`config.mk`:
```
export PLATFORM = sky130hd
export DESIGN_NAME = fft_sched
export DESIGN_NICKNAME = d
export VERILOG_FILES = /design/src/rtl/fft_sched_pkg.sv /design/src/rtl/fft_sched_rr.sv /design/src/rtl/fft_sched.sv
export SDC_FILE = /design/constraint.sdc
export NUM_CORES = 1
export LEC_CHECK = 0
export CAP_MARGIN = 30
export CORE_MARGIN = 10
export CORE_UTILIZATION = 38
export CTS_CLUSTER_SIZE = 16
export DETAILED_ROUTE_END_ITERATION = 16
export GPL_TIMING_DRIVEN = 1
export PLACE_DENSITY = 0.79
export SKIP_LAST_GASP = 1
export SYNTH_ARGS = -nofsm -noshare
export SYNTH_HDL_FRONTEND = slang
export SYNTH_SLANG_ARGS = --single-unit
export TNS_END_PERCENT = 100
```
`constraint.sdc`:
```
create_clock -name clk -period 1.9 [get_ports clk]
set_input_delay 0.19 -clock clk [delete_from_list [all_inputs] [get_ports clk]]
set_output_delay 0.19 -clock clk [all_outputs]
set_load 0.02 [all_outputs]
```
`src/rtl/fft_sched_pkg.sv`:
```
// Shared constants, state encoding and helpers for the two-channel FFT core scheduler.
package fft_sched_pkg;

  localparam int NFFT_W       = 5;
  localparam int CNT_W        = 12;
  localparam int SCH_NBIT_DEF = 12;

  localparam logic [NFFT_W-1:0] NFFT_MIN = 5'd7;
  localparam logic [NFFT_W-1:0] NFFT_MAX = 5'd11;
  localparam logic [NFFT_W-1:0] NFFT_RST = 5'd11;

  typedef enum logic [2:0] {
    ST_IDLE,
    ST_CFG,
    ST_START,
    ST_LOAD,
    ST_WAIT_DONE,
    ST_UNLOAD,
    ST_DRAIN
  } state_t;

  function automatic logic nfft_ok(input logic [NFFT_W-1:0] n);
    return (n >= NFFT_MIN) && (n <= NFFT_MAX);
  endfunction

  function automatic logic [CNT_W-1:0] npoints(input logic [NFFT_W-1:0] n);
    return CNT_W'(1) << n;
  endfunction

endpackage

```
`src/rtl/fft_sched_rr.sv`:
```
// Two-way round-robin arbiter; remembers which channel finished last.
module fft_sched_rr (
  input  logic       clk,
  input  logic       reset_n,
  input  logic [1:0] valid,
  input  logic       rec_en,
  input  logic       rec_ch,
  output logic [1:0] grant
);

  logic last_q, last_d;

  always_comb begin
    last_d = rec_en ? rec_ch : last_q;
    unique case (valid)
      2'b01:   grant = 2'b01;
      2'b10:   grant = 2'b10;
      2'b11:   grant = last_q ? 2'b01 : 2'b10;
      default: grant = 2'b00;
    endcase
  end

  // Reset to channel 1 so channel 0 wins the first tie.
  always_ff @(posedge clk or negedge reset_n) begin
    if (!reset_n) last_q <= 1'b1;
    else          last_q <= last_d;
  end

endmodule

```
`src/rtl/fft_sched.sv`:
```
// Schedules transform jobs from two channels onto one FFT core: config, load, wait, drain.
//   state     | meaning
//   IDLE      | arbitrate requests, latch config of the winner
//   CFG       | write-enable pulse for nfft/inv/scale
//   START     | core_start pulse, sample counter loaded
//   LOAD      | stream samples while core_rfd, count down
//   WAIT_DONE | wait for core_done
//   UNLOAD    | core_unload pulse, counter reloaded
//   DRAIN     | count core_dv results, release grant on last
module fft_sched
  import fft_sched_pkg::*;
#(
  parameter int BIT_WIDTH = 16,
  parameter int SCH_NBIT  = SCH_NBIT_DEF
) (
  input  logic                 clk,
  input  logic                 reset_n,
  input  logic [1:0]           req,
  input  logic [4:0]           ch0_nfft,
  input  logic [4:0]           ch1_nfft,
  input  logic                 ch0_inv,
  input  logic                 ch1_inv,
  input  logic [SCH_NBIT-1:0]  ch0_scale,
  input  logic [SCH_NBIT-1:0]  ch1_scale,
  input  logic [BIT_WIDTH-1:0] ch0_xn_re,
  input  logic [BIT_WIDTH-1:0] ch0_xn_im,
  input  logic [BIT_WIDTH-1:0] ch1_xn_re,
  input  logic [BIT_WIDTH-1:0] ch1_xn_im,
  output logic [1:0]           gnt,
  output logic [1:0]           xn_rd,
  output logic [1:0]           err,
  output logic [4:0]           core_nfft,
  output logic                 core_nfft_we,
  output logic                 core_inv,
  output logic                 core_inv_we,
  output logic [SCH_NBIT-1:0]  core_scale,
  output logic                 core_scale_we,
  output logic                 core_start,
  output logic                 core_unload,
  output logic [BIT_WIDTH-1:0] core_xn_re,
  output logic [BIT_WIDTH-1:0] core_xn_im,
  input  logic                 core_rfd,
  input  logic                 core_done,
  input  logic                 core_dv,
  output logic                 out_ch,
  output logic                 out_last
);

  state_t              state_q, state_d;
  logic [1:0]          gnt_q, gnt_d;
  logic [1:0]          err_q, err_d;
  logic [NFFT_W-1:0]   nfft_q, nfft_d;
  logic                inv_q, inv_d;
  logic [SCH_NBIT-1:0] scale_q, scale_d;
  logic [CNT_W-1:0]    cnt_q, cnt_d;
  logic                we_q, we_d;
  logic                start_q, start_d;
  logic                unload_q, unload_d;
  logic                out_ch_q, out_ch_d;

  logic [1:0] nfft_good, arb_gnt;
  logic       last_cnt, load_fire, drain_last;

  assign nfft_good  = {nfft_ok(ch1_nfft), nfft_ok(ch0_nfft)};
  assign last_cnt   = (cnt_q == CNT_W'(1));
  assign load_fire  = (state_q == ST_LOAD) && core_rfd;
  assign drain_last = (state_q == ST_DRAIN) && core_dv && last_cnt;

  fft_sched_rr u_rr (
    .clk     (clk),
    .reset_n (reset_n),
    .valid   (req & nfft_good),
    .rec_en  (drain_last),
    .rec_ch  (gnt_q[1]),
    .grant   (arb_gnt)
  );

  always_comb begin
    state_d  = state_q;
    gnt_d    = gnt_q;
    err_d    = 2'b00;
    nfft_d   = nfft_q;
    inv_d    = inv_q;
    scale_d  = scale_q;
    cnt_d    = cnt_q;
    we_d     = 1'b0;
    start_d  = 1'b0;
    unload_d = 1'b0;
    out_ch_d = out_ch_q;
    case (state_q)
      ST_IDLE: begin
        err_d = req & ~nfft_good;
        if (arb_gnt != 2'b00) begin
          gnt_d   = arb_gnt;
          nfft_d  = arb_gnt[1] ? ch1_nfft  : ch0_nfft;
          inv_d   = arb_gnt[1] ? ch1_inv   : ch0_inv;
          scale_d = arb_gnt[1] ? ch1_scale : ch0_scale;
          we_d    = 1'b1;
          state_d = ST_CFG;
        end
      end
      ST_CFG: begin
        start_d = 1'b1;
        state_d = ST_START;
      end
      ST_START: begin
        cnt_d   = npoints(nfft_q);
        state_d = ST_LOAD;
      end
      ST_LOAD: begin
        if (core_rfd) begin
          cnt_d = cnt_q - CNT_W'(1);
          if (last_cnt) state_d = ST_WAIT_DONE;
        end
      end
      ST_WAIT_DONE: begin
        if (core_done) begin
          unload_d = 1'b1;
          out_ch_d = gnt_q[1];
          cnt_d    = npoints(nfft_q);
          state_d  = ST_UNLOAD;
        end
      end
      ST_UNLOAD: state_d = ST_DRAIN;
      ST_DRAIN: begin
        if (core_dv) begin
          cnt_d = cnt_q - CNT_W'(1);
          if (last_cnt) begin
            gnt_d   = 2'b00;
            state_d = ST_IDLE;
          end
        end
      end
      default: state_d = ST_IDLE;
    endcase
  end

  always_ff @(posedge clk or negedge reset_n) begin
    if (!reset_n) begin
      state_q  <= ST_IDLE;
      gnt_q    <= 2'b00;
      err_q    <= 2'b00;
      nfft_q   <= NFFT_RST;
      inv_q    <= 1'b0;
      scale_q  <= '0;
      cnt_q    <= '0;
      we_q     <= 1'b0;
      start_q  <= 1'b0;
      unload_q <= 1'b0;
      out_ch_q <= 1'b0;
    end else begin
      state_q  <= state_d;
      gnt_q    <= gnt_d;
      err_q    <= err_d;
      nfft_q   <= nfft_d;
      inv_q    <= inv_d;
      scale_q  <= scale_d;
      cnt_q    <= cnt_d;
      we_q     <= we_d;
      start_q  <= start_d;
      unload_q <= unload_d;
      out_ch_q <= out_ch_d;
    end
  end

  // Sample strobe and last flag must coincide with core_rfd / core_dv, so they stay combinational.
  assign xn_rd         = load_fire ? gnt_q : 2'b00;
  assign out_last      = drain_last;
  assign gnt           = gnt_q;
  assign err           = err_q;
  assign core_nfft     = nfft_q;
  assign core_inv      = inv_q;
  assign core_scale    = scale_q;
  assign core_nfft_we  = we_q;
  assign core_inv_we   = we_q;
  assign core_scale_we = we_q;
  assign core_start    = start_q;
  assign core_unload   = unload_q;
  assign out_ch        = out_ch_q;
  assign core_xn_re    = gnt_q[1] ? ch1_xn_re : (gnt_q[0] ? ch0_xn_re : '0);
  assign core_xn_im    = gnt_q[1] ? ch1_xn_im : (gnt_q[0] ? ch0_xn_im : '0);

endmodule

```
Word level (Yosys, flattened, before mapping)
Cells that the tools add are included.
{ "word_totals": {"wordCells": 82, "input_bits": 107, "register_bits": 42} }
{ "classes": {"shifts": 1, "bitwise_logic": 3, "magnitude_cmp": 4, "addsub": 1, "mux": 31, "n_eq_ne": 16, "reduce_logical": 14} }
{ "op_table": {"columns": ["op", "n"], "rows": [
  ["$mux 16", 4],
  ["$mux 12", 4],
  ["$pmux 12 s4", 1],
  ["$pmux 3 s7", 1],
  ["$mux 3", 6],
  ["$eq 12x1->1 const B", 1],
  ["$mux 2", 6],
  ["$ne 2x2->1 const B", 6],
  ["$shl 1x5->12 const A", 1],
  ["$sub 12x1->12 const B", 1],
  ["$ge 5x3->1 const B", 2],
  ["$le 5x4->1 const B", 2],
  ["$eq 3x3->1 const B", 3],
  ["$reduce_and 4->1", 2],
  ["$eq 3x2->1 const B", 2],
  ["$mux 1", 6],
  ["$pmux 2 s3", 1],
  ["$reduce_and 6->1", 1],
  ["$logic_and 1x1->1", 5],
  ["$mux 5", 1],
  ["$and 2x2->2", 2],
  ["$eq 2x2->1 const B", 2],
  ["$pmux 2 s2", 1],
  ["$reduce_and 2->1", 2],
  ["6 further kinds", 7]
]} }

Longest topological paths before layout
{ "logic_depth": {"ltp_word": 8, "mapped_depth": 6, "mapped_depth_nobuf": 6} }

Cells and area by module
From an unflattened synthesis, not the netlist that was laid out.
{ "hier_totals": {"cells_unflattened": 295, "hier_area_um2": 2596.2} }
{ "modules_own_cells": {"columns": ["module", "n_inst", "area_each_um2", "cells_each"], "rows": [
  ["fft_sched", 1, 2534.9, 289],
  ["fft_sched_rr", 1, 61.3, 6]
]} }

Least setup slack after synthesis
No wires, ideal clock.
{ "synth_path": {"path_kind": "reg2reg", "startpoint": "register cnt_q[0]", "endpoint": "register cnt_q[6]", "path_stages_with_launch": 7, "t_required_ns": 1.779, "setup_ns": 0.121, "period_less_slack_ns": 1.761, "t_arrival_ns": 1.640, "setup_slack_ns": 0.139, "cell_sequence": "dfrtp_1 inv_1 ha_1 or4b_2 nor2_1 o21ai_0 a22o_1"} }
{ "synth_between": {"elab_chain_len": 3, "word_cells_on_any_way": 4} }
{ "synth_rtl": {"columns": ["element", "line", "rtl"], "rows": [
  ["start: declaration", "fft_sched.sv:55", "logic [CNT_W-1:0] cnt_q, cnt_d;"],
  ["start signal: assignment", "fft_sched.sv:158", "cnt_q <= cnt_d;"],
  ["$sub 12x1->12 (*)", "fft_sched.sv:112, fft_sched.sv:127", null],
  ["$mux 12 (on tied branches)", "fft_sched.sv:126, fft_sched.sv:111", null],
  ["$pmux 12 s4 (*)", "fft_sched.sv:90", "case (state_q)"]
]} }
Mark *: on every way between the ends. The rest lies on a longest branch, timed or not. The select of a mux whose other input is x is not followed.
A chain may end at the register's enable or synchronous reset.

Worst setup path in the final report
{ "layout_path": {"startpoint": "register cnt_q[1]", "endpoint": "output out_last"} }
{ "layout_between": {"elab_chain_len": 2} }
{ "layout_rtl": {"columns": ["element", "line", "rtl"], "rows": [
  ["$eq 12x1->1", "fft_sched.sv:65", "assign last_cnt = (cnt_q == CNT_W'(1));"],
  ["$logic_and 1x1->1", "fft_sched.sv:67", "assign drain_last = (state_q == ST_DRAIN) && core_dv && last_cnt;"],
  ["end: declaration", "fft_sched.sv:46", "output logic out_last"]
]} }
No other way between the ends.

==> run metrics <==
status=complete, no violations; power per standard cell area=543 nW/um^2; area growth from synthesis to layout=75.8%; syn_nets=415; clk slew on worst S/H paths=0.08 ns; unrepaired setup endpoints after global routing=yes; WS Path Type=reg -> out; worst skew pair latency=0.29 ns; largest net degree at the start of global routing=35; DR DRC count=0; EDFF count, synth=0; total die area=11100 um^2; antenna cells=0; synth unique cells=55; first-pass GRT wire length=18200 um; r2r endpoint=cnt_q[4]; Slew Limit Fails=0; main combinational cell family by area after synthesis=compound AO/OA/AOI/OAI gates; worst vdd ir=0.330 mV; number of global-route vias before repair=3247; Most used DFF post-synth=dfrtp_1; compound-gate portion of the synthesized area=0.297; IO Port Bufs=169; cell accounting for the most synthesized area=dfrtp_1; most frequent cells in the layout=clkdlybuf4s50_1, inv_1, buf_4; Async SR Flop Fraction=1.00; crit path to=out_last; layout cell share with drive strength beyond 1=0.157; minimum clock period=1.86 ns; worst clock skew=0.00838 ns; WP data required=1.71 ns; Starting DRT DRC Count=175; slowest CP cell=dfrtp_1; endpoints failing hold=0; sequential area share after synthesis=0.380; Die Span X=106 um; Setup crit end kind=primary output; commonest non-fill, non-tap cell in the layout=clkdlybuf4s50_1; Core Rows=31; CP max stage delay=0.38 ns; final WL=11700 um; Tcrit/Tclk final=0.979; Simple-Gate Fraction of Synth Area=0.186; max-cap violations=0; Slew Limit Headroom=0.559; r2r setup slk=0.14 ns; global route overflow=0; Synth Register Bits=42; Sink Count=42; Initial Util=0.387; Die Ht=106 um; R2R cell count=6; syn_area_per_cell=9.08 um^2; core region area=7180 um^2; clk root buf=clkbuf_8; Top-Level Pins=170; via count=3176; CP cell instances=inv_1, ha_2, nor2b_4, nand4_2, nor4b_4, buf_4; TritonCTS clock tree=built; Max clock buf depth=2; Synth Warn #=0; post-synthesis mux area share=0.0149; mapped cell area=2780 um^2; gr usage total=0.203; arrival time at the worst endpoint=1.67 ns; initial antenna violation count=0; CP startpoint kind=flop; gpl congestion=0.899; Max FO, Critical Path=2; Pleak=2.21 nW; Final Util=0.681; drt pass-1 iters=6; top-area cell type share of the netlist area=0.342; Overall Power=0.00265 W; Hold WC Path Type=in -> reg; top post-synthesis cells by area=dfrtp_1, a22o_1, inv_1; Max H-tree Level=2; XOR/XNOR Fraction of Synth Area=0.00585; vias per inst=5.27; Slew @ Worst Pin=0.662 ns; routed length per instance=19.5 um; CTS Buf Count=5; final antenna-violating net count=0; worst r2r src=state_q[0]; adder-cell share of the synthesized area=0.00900; final setup vio count=0; fmax=537 MHz; Crit. Startpoint=cnt_q[1]; hpwl dp=9550 um; nets=612; Cells after Synth=306
area by class of cell:
cell class / instances / area [um^2]
Tap cell: 99 / 124
Clock buffer: 8 / 90.1
Fill cell: 574 / 2290
Inverter: 45 / 169
Timing Repair Buffer: 214 / 2000
Sequential cell: 42 / 1060
Multi-Input combinational cell: 195 / 1450
per-layer routing:
metal / up-vias / share of wire / GRT usage
met5: - / 0 / 0
met4: 0 / 0.0096 / 0.0329
met3: 18 / 0.055 / 0.0493
met2: 103 / 0.53 / 0.372
met1: 1521 / 0.40 / 0.237
li1: 1534 / - / -
timing repair:
action	in CTS	in global routing
resized for setup	37	26
buffers inserted	0	2
endpoints found under the setup margin	34	18
pin swaps	0	2
hold endpoints to repair	23	0
gates cloned	0	0
hold buffers	1	0
synthesized netlist by cell type, types with 2 or more instances:
| cell type | instances |
|---|---|
| and2_1 | 2 |
| inv_1 | 45 |
| o22ai_1 | 3 |
| nor3_1 | 6 |
| o31ai_1 | 2 |
| nor3_2 | 2 |
| a211o_1 | 3 |
| nand3_1 | 25 |
| nor2_1 | 9 |
| nand2_1 | 12 |
| clkbuf_1 | 9 |
| buf_6 | 2 |
| dfrtp_1 | 38 |
| o221ai_1 | 18 |
| o311ai_0 | 2 |
| a31oi_1 | 2 |
| nand4_1 | 2 |
| ha_1 | 2 |
| a32oi_1 | 3 |
| a22oi_1 | 3 |
| dfstp_2 | 4 |
| a22o_1 | 34 |
| buf_2 | 8 |
| nand4b_1 | 3 |
| nand2b_1 | 6 |
| buf_4 | 4 |
| o21ai_0 | 8 |
| nor3b_1 | 5 |
| a21oi_1 | 10 |
| o211ai_1 | 4 |
| a41o_1 | 2 |
| mux2i_1 | 3 |
| nor2b_1 | 3 |
state kept, by name (all words and copies together) (netlist names), 2 cells and up:
register / flops
cnt_q: 12
core_nfft: 5
core_scale: 12
err: 2
gnt: 2
state_q: 3
worst min-delay path by stage:
stage                     depth (start not counted)  slack (ns)     from       end
after floorplan                                   0       -0.11  reset_n  cnt_q[0]
after global placement                            1        0.25  reset_n  cnt_q[3]
after detailed placement                          1        0.26  reset_n  cnt_q[2]
after CTS                                         3        0.44   req[1]    err[1]
after global routing                              3        0.45   req[1]    err[1]
final                                             3        0.45   req[1]    err[1]
per-stage QoR:
step | setup TNS, ns | area, um^2 | worst slack (ns) | std cells | hold WS (ns)
3_3_place_gp | -0.147 | 4800 | -0.147 | 592 | 0.251
3_5_place_dp | -0.255 | 4800 | -0.255 | 592 | 0.264
2_1_floorplan | 0 | 2780 | 0.139 | 306 | -0.106
6_report | 0 | 4890 | 0.0391 | 603 | 0.450
5_1_grt | -0.0523 | 4890 | -0.0523 | 603 | 0.445
4_1_cts | -0.212 | 4860 | -0.212 | 601 | 0.444
power by group:
group	total, W	internal, W	leakage, nW	switching (W)
combinational	0.000986	0.000562	1.71	0.000424
sequential	0.00107	0.000990	0.447	0.0000758
clock	0.000600	0.000297	0.0455	0.000303
cell families (layout without fill, tap and decap cells):
family	after synthesis	in the layout
compound gates	103	103
buf+inv	69	267
xor+xnor	1	1
simple gates	85	85
mux	4	4
fa+ha+maj	2	2
flops	42	42
worst max-delay path: cells and delay by family, from the launching register on:
family	cells	cell delay, ns
simple gates	3	0.53
flops	1	0.38
fa+ha+maj	1	0.18
buf+inv	2	0.28
(Power assumes the default switching activity.)
